[config.mk]
export PLATFORM = sky130hd
export DESIGN_NAME = jit_pipe_sched_flat
export DESIGN_NICKNAME = d
export VERILOG_FILES = /design/src/rtl/jit_pipe_pkg.sv /design/src/rtl/jit_pipe_sched_if.sv /design/src/rtl/jit_pipe_sched_arb.sv /design/src/rtl/jit_pipe_sched.sv /design/src/flat_wrapper.sv
export SDC_FILE = /design/constraint.sdc
export NUM_CORES = 1
export LEC_CHECK = 0
export ABC_AREA = 1
export CORE_MARGIN = 2
export CORE_UTILIZATION = 34
export DETAILED_ROUTE_END_ITERATION = 16
export PLACE_DENSITY_LB_ADDON = 0.2
export SETUP_SLACK_MARGIN = 0.1
export SLEW_MARGIN = 40
export SYNTH_ARGS = -nofsm -noshare
export SYNTH_HDL_FRONTEND = slang
export SYNTH_SLANG_ARGS = --single-unit
[constraint.sdc]
create_clock -name sys_clk -period 4.3 [get_ports sys_clk]
set_input_delay 1.29 -clock sys_clk [delete_from_list [all_inputs] [get_ports sys_clk]]
set_output_delay 1.29 -clock sys_clk [all_outputs]
set_load 0.005 [all_outputs]
[src/rtl/jit_pipe_pkg.sv]
// Shared constants, result-bus layout and scheduler state type for the JIT
// add/xor pipeline scheduler.
package jit_pipe_pkg;

    localparam int DW       = 16;
    localparam int LAT      = 3;
    localparam int BUS_W    = 25;
    localparam int LO8_LSB  = 0;
    localparam int DATA_LSB = 8;
    localparam int TAG_BIT  = 24;

    typedef enum logic [1:0] {
        IDLE,
        RUN,
        STALL
    } sched_state_t;

    // Builds the {tag, data, lo8} result word the datapath carries.
    function automatic logic [BUS_W-1:0] pack_bus(input logic tag, input logic [DW-1:0] data);
        logic [BUS_W-1:0] bus;
        bus = '0;
        bus[TAG_BIT] = tag;
        bus[DATA_LSB +: DW] = data;
        bus[LO8_LSB +: 8] = data[7:0];
        return bus;
    endfunction

endpackage

[src/rtl/jit_pipe_sched_if.sv]
// Requester, datapath and response signals of the pipeline scheduler.
// The slave modport is the scheduler's view; master is the environment's.
interface jit_pipe_sched_if import jit_pipe_pkg::*; #(parameter int N_REQ = 4);

    localparam int IW = $clog2(N_REQ);

    logic [N_REQ-1:0]    req_valid;
    logic [N_REQ-1:0]    req_ready;
    logic [N_REQ*DW-1:0] req_a;
    logic [N_REQ*DW-1:0] req_b;
    logic [N_REQ-1:0]    req_sel;
    logic                flush;
    logic                dp_en;
    logic [DW-1:0]       dp_a;
    logic [DW-1:0]       dp_b;
    logic                dp_sel;
    logic                dp_tag;
    logic [DW-1:0]       dp_data;
    logic [7:0]          dp_lo8;
    logic                resp_valid;
    logic                resp_ready;
    logic [IW-1:0]       resp_id;
    logic                resp_tag;
    logic [DW-1:0]       resp_data;
    logic [7:0]          resp_lo8;
    logic                busy;

    modport slave (
        input  req_valid, req_a, req_b, req_sel, flush,
        input  dp_tag, dp_data, dp_lo8, resp_ready,
        output req_ready, dp_en, dp_a, dp_b, dp_sel,
        output resp_valid, resp_id, resp_tag, resp_data, resp_lo8, busy
    );

    modport master (
        output req_valid, req_a, req_b, req_sel, flush,
        output dp_tag, dp_data, dp_lo8, resp_ready,
        input  req_ready, dp_en, dp_a, dp_b, dp_sel,
        input  resp_valid, resp_id, resp_tag, resp_data, resp_lo8, busy
    );

endinterface

[src/rtl/jit_pipe_sched_arb.sv]
// Combinational round-robin arbiter: picks the first asserted request at or
// after ptr, wrapping modulo N. The pointer register belongs to the caller.
module pyc_rr_arb #(
    parameter int N = 4,
    localparam int IW = $clog2(N)
) (
    input  logic [N-1:0]  req,
    input  logic [IW-1:0] ptr,
    output logic [N-1:0]  grant,
    output logic [IW-1:0] grant_idx,
    output logic          any_grant
);

    always_comb begin
        logic [IW-1:0] idx;
        grant     = '0;
        grant_idx = '0;
        any_grant = 1'b0;
        idx       = '0;
        for (int off = 0; off < N; off++) begin
            idx = IW'((int'(ptr) + off) % N);
            if (!any_grant && req[idx]) begin
                any_grant = 1'b1;
                grant[idx] = 1'b1;
                grant_idx = idx;
            end
        end
    end

endmodule

[src/rtl/jit_pipe_sched.sv]
// Round-robin scheduler feeding one shared LAT-stage add/xor datapath and
// returning each result tagged with its requester id via a shadow pipeline.
module jit_pipe_sched import jit_pipe_pkg::*; #(
    parameter int N_REQ = 4
) (
    input logic              sys_clk,
    input logic              sys_rst_n,
    jit_pipe_sched_if.slave  bus
);

    localparam int IW = $clog2(N_REQ);

    logic [LAT-1:0]   vld;
    logic [LAT-1:0]   vld_next;
    logic [IW-1:0]    id_q [LAT];
    logic [IW-1:0]    ptr;
    logic [N_REQ-1:0] arb_grant;
    logic [IW-1:0]    win;
    logic             any_req;
    logic             stall;
    logic             dp_en;
    logic             grant;
    logic [DW-1:0]    a_arr [N_REQ];
    logic [DW-1:0]    b_arr [N_REQ];
    sched_state_t     state;
    sched_state_t     state_next;

    pyc_rr_arb #(.N(N_REQ)) u_arb (
        .req       (bus.req_valid),
        .ptr       (ptr),
        .grant     (arb_grant),
        .grant_idx (win),
        .any_grant (any_req)
    );

    for (genvar i = 0; i < N_REQ; i++) begin : g_unpack
        assign a_arr[i] = bus.req_a[i*DW +: DW];
        assign b_arr[i] = bus.req_b[i*DW +: DW];
    end

    // A held result at the last stage freezes the shadow and datapath together.
    assign stall = vld[LAT-1] & ~bus.resp_ready;
    assign dp_en = sys_rst_n & ~stall;
    assign grant = dp_en & ~bus.flush & any_req;

    assign bus.dp_en      = dp_en;
    assign bus.req_ready  = grant ? arb_grant : '0;
    assign bus.dp_a       = grant ? a_arr[win] : '0;
    assign bus.dp_b       = grant ? b_arr[win] : '0;
    assign bus.dp_sel     = grant & bus.req_sel[win];
    assign bus.resp_valid = vld[LAT-1];
    assign bus.resp_id    = id_q[LAT-1];
    assign bus.resp_tag   = bus.dp_tag;
    assign bus.resp_data  = bus.dp_data;
    assign bus.resp_lo8   = bus.dp_lo8;
    assign bus.busy       = (state != IDLE);

    always_comb begin
        vld_next = vld;
        if (bus.flush) begin
            vld_next = '0;
        end else if (dp_en) begin
            for (int k = LAT-1; k > 0; k--) begin
                vld_next[k] = vld[k-1];
            end
            vld_next[0] = grant;
        end
    end

    always_ff @(posedge sys_clk or negedge sys_rst_n) begin
        if (!sys_rst_n) begin
            vld <= '0;
            ptr <= '0;
            for (int k = 0; k < LAT; k++) begin
                id_q[k] <= '0;
            end
        end else begin
            vld <= vld_next;
            if (dp_en) begin
                id_q[0] <= win;
                for (int k = 1; k < LAT; k++) begin
                    id_q[k] <= id_q[k-1];
                end
            end
            if (grant) begin
                ptr <= IW'((int'(win) + 1) % N_REQ);
            end
        end
    end

    always_ff @(posedge sys_clk or negedge sys_rst_n) begin
        if (!sys_rst_n) begin
            state <= IDLE;
        end else begin
            state <= state_next;
        end
    end

    // Leaving RUN/STALL looks at the next valid bits so busy drops with the last entry.
    always_comb begin
        state_next = state;
        case (state)
            IDLE:    if (grant) state_next = RUN;
            RUN:     if (vld_next == '0) state_next = IDLE;
                     else if (stall) state_next = STALL;
            STALL:   if (vld_next == '0) state_next = IDLE;
                     else if (bus.resp_ready) state_next = RUN;
            default: state_next = IDLE;
        endcase
    end

endmodule

[src/flat_wrapper.sv]
// flat-port wrapper written by rule: the top's interface ports become plain ports
module jit_pipe_sched_flat import jit_pipe_pkg::*;
#(
    parameter int N_REQ = 4
)
  (sys_clk, sys_rst_n, bus_req_valid, bus_req_a, bus_req_b, bus_req_sel, bus_flush, bus_dp_tag, bus_dp_data, bus_dp_lo8, bus_resp_ready, bus_req_ready, bus_dp_en, bus_dp_a, bus_dp_b, bus_dp_sel, bus_resp_valid, bus_resp_id, bus_resp_tag, bus_resp_data, bus_resp_lo8, bus_busy);
  jit_pipe_sched_if #(.N_REQ(N_REQ)) bus_i ();
  input logic sys_clk;
  input logic sys_rst_n;
  input wire logic [$bits(bus_i.req_valid)-1:0] bus_req_valid;
  input wire logic [$bits(bus_i.req_a)-1:0] bus_req_a;
  input wire logic [$bits(bus_i.req_b)-1:0] bus_req_b;
  input wire logic [$bits(bus_i.req_sel)-1:0] bus_req_sel;
  input wire logic [$bits(bus_i.flush)-1:0] bus_flush;
  input wire logic [$bits(bus_i.dp_tag)-1:0] bus_dp_tag;
  input wire logic [$bits(bus_i.dp_data)-1:0] bus_dp_data;
  input wire logic [$bits(bus_i.dp_lo8)-1:0] bus_dp_lo8;
  input wire logic [$bits(bus_i.resp_ready)-1:0] bus_resp_ready;
  output wire logic [$bits(bus_i.req_ready)-1:0] bus_req_ready;
  output wire logic [$bits(bus_i.dp_en)-1:0] bus_dp_en;
  output wire logic [$bits(bus_i.dp_a)-1:0] bus_dp_a;
  output wire logic [$bits(bus_i.dp_b)-1:0] bus_dp_b;
  output wire logic [$bits(bus_i.dp_sel)-1:0] bus_dp_sel;
  output wire logic [$bits(bus_i.resp_valid)-1:0] bus_resp_valid;
  output wire logic [$bits(bus_i.resp_id)-1:0] bus_resp_id;
  output wire logic [$bits(bus_i.resp_tag)-1:0] bus_resp_tag;
  output wire logic [$bits(bus_i.resp_data)-1:0] bus_resp_data;
  output wire logic [$bits(bus_i.resp_lo8)-1:0] bus_resp_lo8;
  output wire logic [$bits(bus_i.busy)-1:0] bus_busy;
  assign bus_i.req_valid = bus_req_valid;
  assign bus_i.req_a = bus_req_a;
  assign bus_i.req_b = bus_req_b;
  assign bus_i.req_sel = bus_req_sel;
  assign bus_i.flush = bus_flush;
  assign bus_i.dp_tag = bus_dp_tag;
  assign bus_i.dp_data = bus_dp_data;
  assign bus_i.dp_lo8 = bus_dp_lo8;
  assign bus_i.resp_ready = bus_resp_ready;
  assign bus_req_ready = bus_i.req_ready;
  assign bus_dp_en = bus_i.dp_en;
  assign bus_dp_a = bus_i.dp_a;
  assign bus_dp_b = bus_i.dp_b;
  assign bus_dp_sel = bus_i.dp_sel;
  assign bus_resp_valid = bus_i.resp_valid;
  assign bus_resp_id = bus_i.resp_id;
  assign bus_resp_tag = bus_i.resp_tag;
  assign bus_resp_data = bus_i.resp_data;
  assign bus_resp_lo8 = bus_i.resp_lo8;
  assign bus_busy = bus_i.busy;
  jit_pipe_sched #(.N_REQ(N_REQ)) u_core (.sys_clk(sys_clk), .sys_rst_n(sys_rst_n), .bus(bus_i));
endmodule
==> summary.md, run 1 <==
| Metric | Value |
|---|---|
| Synth Instances | 517 |
| Worst-path cell chain | buf_6 -> inv_4 -> nand2_4 -> nand3_4 -> nand2_4 -> nor2_4 -> buf_6 -> nor2_4 -> nand2_4 -> nand2_8 -> buf_12 -> buf_12 -> buf_16 -> nand2_4 -> nand3_4 -> a21oi_2 -> buf_2 |
| Layout cells sized above 1 | 0.2916 |
| Finish-stage setup viols | 0 |
| First-pass GRT wire length | 17.69 mm |
| Most common cell in the netlist | nand2_1 |
| Clk_skew | 2.241 ps |
| Final Non-Filler Cells | 839 |
| Ys flop type | dfrtp_1 |
| GP Congestion | 0.9133 |
| Maxcap violations | 0 |
| Initial antenna violation count | 0 |
| CP dominant cell by count | nand2_4 |
| Tmin final | 4224 ps |
| PortBufs | 181 |
| Crit. End Element | output pin |
| Setup ws final | 75.72 ps |
| Leakage | 2.978 nW |
| Global route overflow | 0 |
| Area leader, netlist | nand2_1 |
| Hold Slack | 487.1 ps |
| Post-synth cell types | 30 |
| Number of synthesized register bits | 13 |
| TritonCTS clock tree | yes |
| Clock Latency Late Sink | 240 ps |
| Final hold vios | 0 |
| Mapped Avg Cell Area | 5.561 um2 |
| Fraction of registers with async set or reset after synthesis | 1.000 |
| Reg clk slew, reported paths | 50 ps |
| Worst VDD drop | 0.3890 mV |
| WP data required | 3010 ps |
| Buf/Inv on CP | 7 |
| Area contributors post-synth | nand2_1, inv_1, nand3_1 |
| Footprint of the multi-input gates | 0.002122 mm2 |
| PD cells | 844.8 mW/mm2 |
| Max Root-Sink Buffers | 2 |
| Total track usage | 0.2408 |
| CP Data Arrival Time | 2930 ps |
| CTS H-tree depth | 1 |
| Routed len/inst | 13.92 um |
| Core box area | 0.008217 mm2 |
| Share of the synthesized area in the top cell type | 0.1789 |
| Tcrit/Tclk final | 0.9824 |
| Vias in the first global route | 3915 |
| Crit path max-delay family | buffers and inverters |
| Via Count | 4012 |
| F_max | 236.7 MHz |
| Worst Tran Pin Value | 217.8 ps |
| # fillers | 721 |
| Max-slew violations | 0 |
| Largest net degree at the start of global routing | 35 |
| Seq/Total Area, Yosys | 0.1131 |
| Hold crit path type | reg -> reg |
| Crit Path Max Fanout | 6 |
| Setup CP Type | in -> out |
| # clock sinks | 13 |
| CP Launch Type | input pin |
| Critical path depth | 17 |
| Number of remaining DRC errors | 0 |
| Top post-synthesis cells by count | nand2_1, inv_1, nand3_1 |
| Post-DP HPWL | 8.123 mm |
| Die height | 95.96 um |
| Hold Path Stages | 2 |
| Detail Route Antenna Nets | 0 |
| Die Span X | 95.96 um |
| Via density | 4.782 |
| P&R area growth vs syn | 99.17% |
| Ports | 232 |
| Pre-antenna DRT Iters | 4 |
| Starting Density | 0.3499 |
| Die ar. | 0.009208 mm2 |
| Post-CTS Hold Buffers | 0 |
| DR iter-0 viols | 92 |
| Syn Nets | 690 |
| Root buffer cell | clkbuf_8 |
| Cells on worst reg2reg path | 16 |
| EDFF count, synth | 0 |
| Pre-CTS worst setup slack | -603.9 ps |
| Critical path's slowest cell | buf_12 |
| # rows | 33 |
| Setup TNS | 0 ps |
| Synth Cell Area | 0.002875 mm2 |
| Max_slew headroom | 0.8542 |
| Critical path's largest stage delay | 140 ps |
| RSZ-0062 raised after global routing | true |
| DP Cell Count | 786 |
| Num CTS Buffers | 3 |
| YS warnings | 0 |
| Status | finished, final reports clean |
| Inserted Diodes | 0 |
| Register area | 325.3 um2 |
| Layout Nets | 908 |
| DRT Wirelength | 11.68 mm |
## power breakdown
| group | total [W] | switching (W) | internal, W |
|---|---|---|---|
| registers | 0.000198 | 0.0000302 | 0.000168 |
| logic | 0.00453 | 0.00215 | 0.00238 |
| clock network | 0.000108 | 0.0000427 | 0.0000654 |
## placed cells by master, fill, tap and decap left out, drive strengths merged
master / n
buf: 119
nor2: 18
or2: 16
dlymetal6s2s: 1
nand4: 6
a21oi: 22
nor3: 1
nand3b: 18
dlygate4sd2: 4
o2111ai: 2
nand2: 144
clkbuf: 5
ha: 8
o21ai: 9
bufbuf: 1
clkdlybuf4s50: 139
dfrtp: 13
o211ai: 16
a31oi: 2
nand3: 82
inv: 108
## timing repair
action                     in CTS  in global routing
resized for setup             245                 43
setup endpoints to repair      37                 36
gates cloned                    9                  0
buffers inserted               35                  6
pin swaps                      43                 30
## path summary, 6_finish.rpt
path	startpoint	to	slack, ps
max in group asynchronous	sys_rst_n	u_core.bus.resp_id[1]$_DFFE_PN0N_	2710
setup reg to reg	u_core.ptr[0]$_DFFE_PN0N_	u_core.state[1]$_DFFE_PN0P_	1620
min in group asynchronous	sys_rst_n	u_core.state[0]$_DFFE_PN0P_	1430
setup / recovery	bus_req_valid[3]	bus_dp_a[1]	80
hold reg to reg	u_core.id_q[2]$_DFFE_PN0N_	u_core.bus.resp_id[0]$_DFFE_PN0N_	490
hold / removal	u_core.id_q[2]$_DFFE_PN0N_	u_core.bus.resp_id[0]$_DFFE_PN0N_	490
## layer usage
metal / vias to the layer above / GRT usage / part of all wire
met4: 0 / 0.08810 / 0.034
li1: 2021 / - / -
met2: 173 / 0.4324 / 0.50
met5: - / 0 / 0
met1: 1788 / 0.2835 / 0.40
met3: 30 / 0.04464 / 0.071
## cell type report
| cell class | count | area share |
|---|---|---|
| Clock buffer | 4 | 0.007865 |
| Timing Repair Buffer | 265 | 0.4689 |
| Tap cell | 105 | 0.02294 |
| Multi-Input combinational cell | 344 | 0.3705 |
| Sequential cell | 13 | 0.05681 |
| Inverter | 108 | 0.07297 |
## cells by family after synthesis
| kind of cell | Yosys count | share of synthesized area |
|---|---|---|
| buffers and inverters | 160 | 0.2646 |
| and+or+nand+nor | 285 | 0.4800 |
| AOI/OAI and AO/OA | 51 | 0.1075 |
| DFF | 13 | 0.1131 |
| adders and majority gates | 8 | 0.03481 |
## state kept, by name (all words and copies together) (netlist names)
| signal | count |
|---|---|
| u_core.bus.resp_id | 2 |
| u_core.id_q | 4 |
| u_core.ptr | 2 |
| u_core.state | 2 |
| u_core.vld | 3 |
## worst min-delay path: stages, from the launching register on
cell and delay, ps:
dfrtp_1 350, nand2_1 60, nand2_1 50
## metrics by stage
stage                       util  power, W  instance area, um2
final                     0.6970  0.004838                5727
after global routing      0.6970  0.005199                5727
after CTS                 0.6753  0.004630                5549
after detailed placement  0.5849  0.003150                4806
after global placement    0.5849  0.003123                4806
after floorplan                -  0.001967                2875
Power figures use the tool's default switching activity.
==> run 2, diff against run 1 <==
SLEW_MARGIN = 20   (was 40)
==> results of run 2 <==
Same layout as run 1: the final DEF is identical, and so are final timing and power.
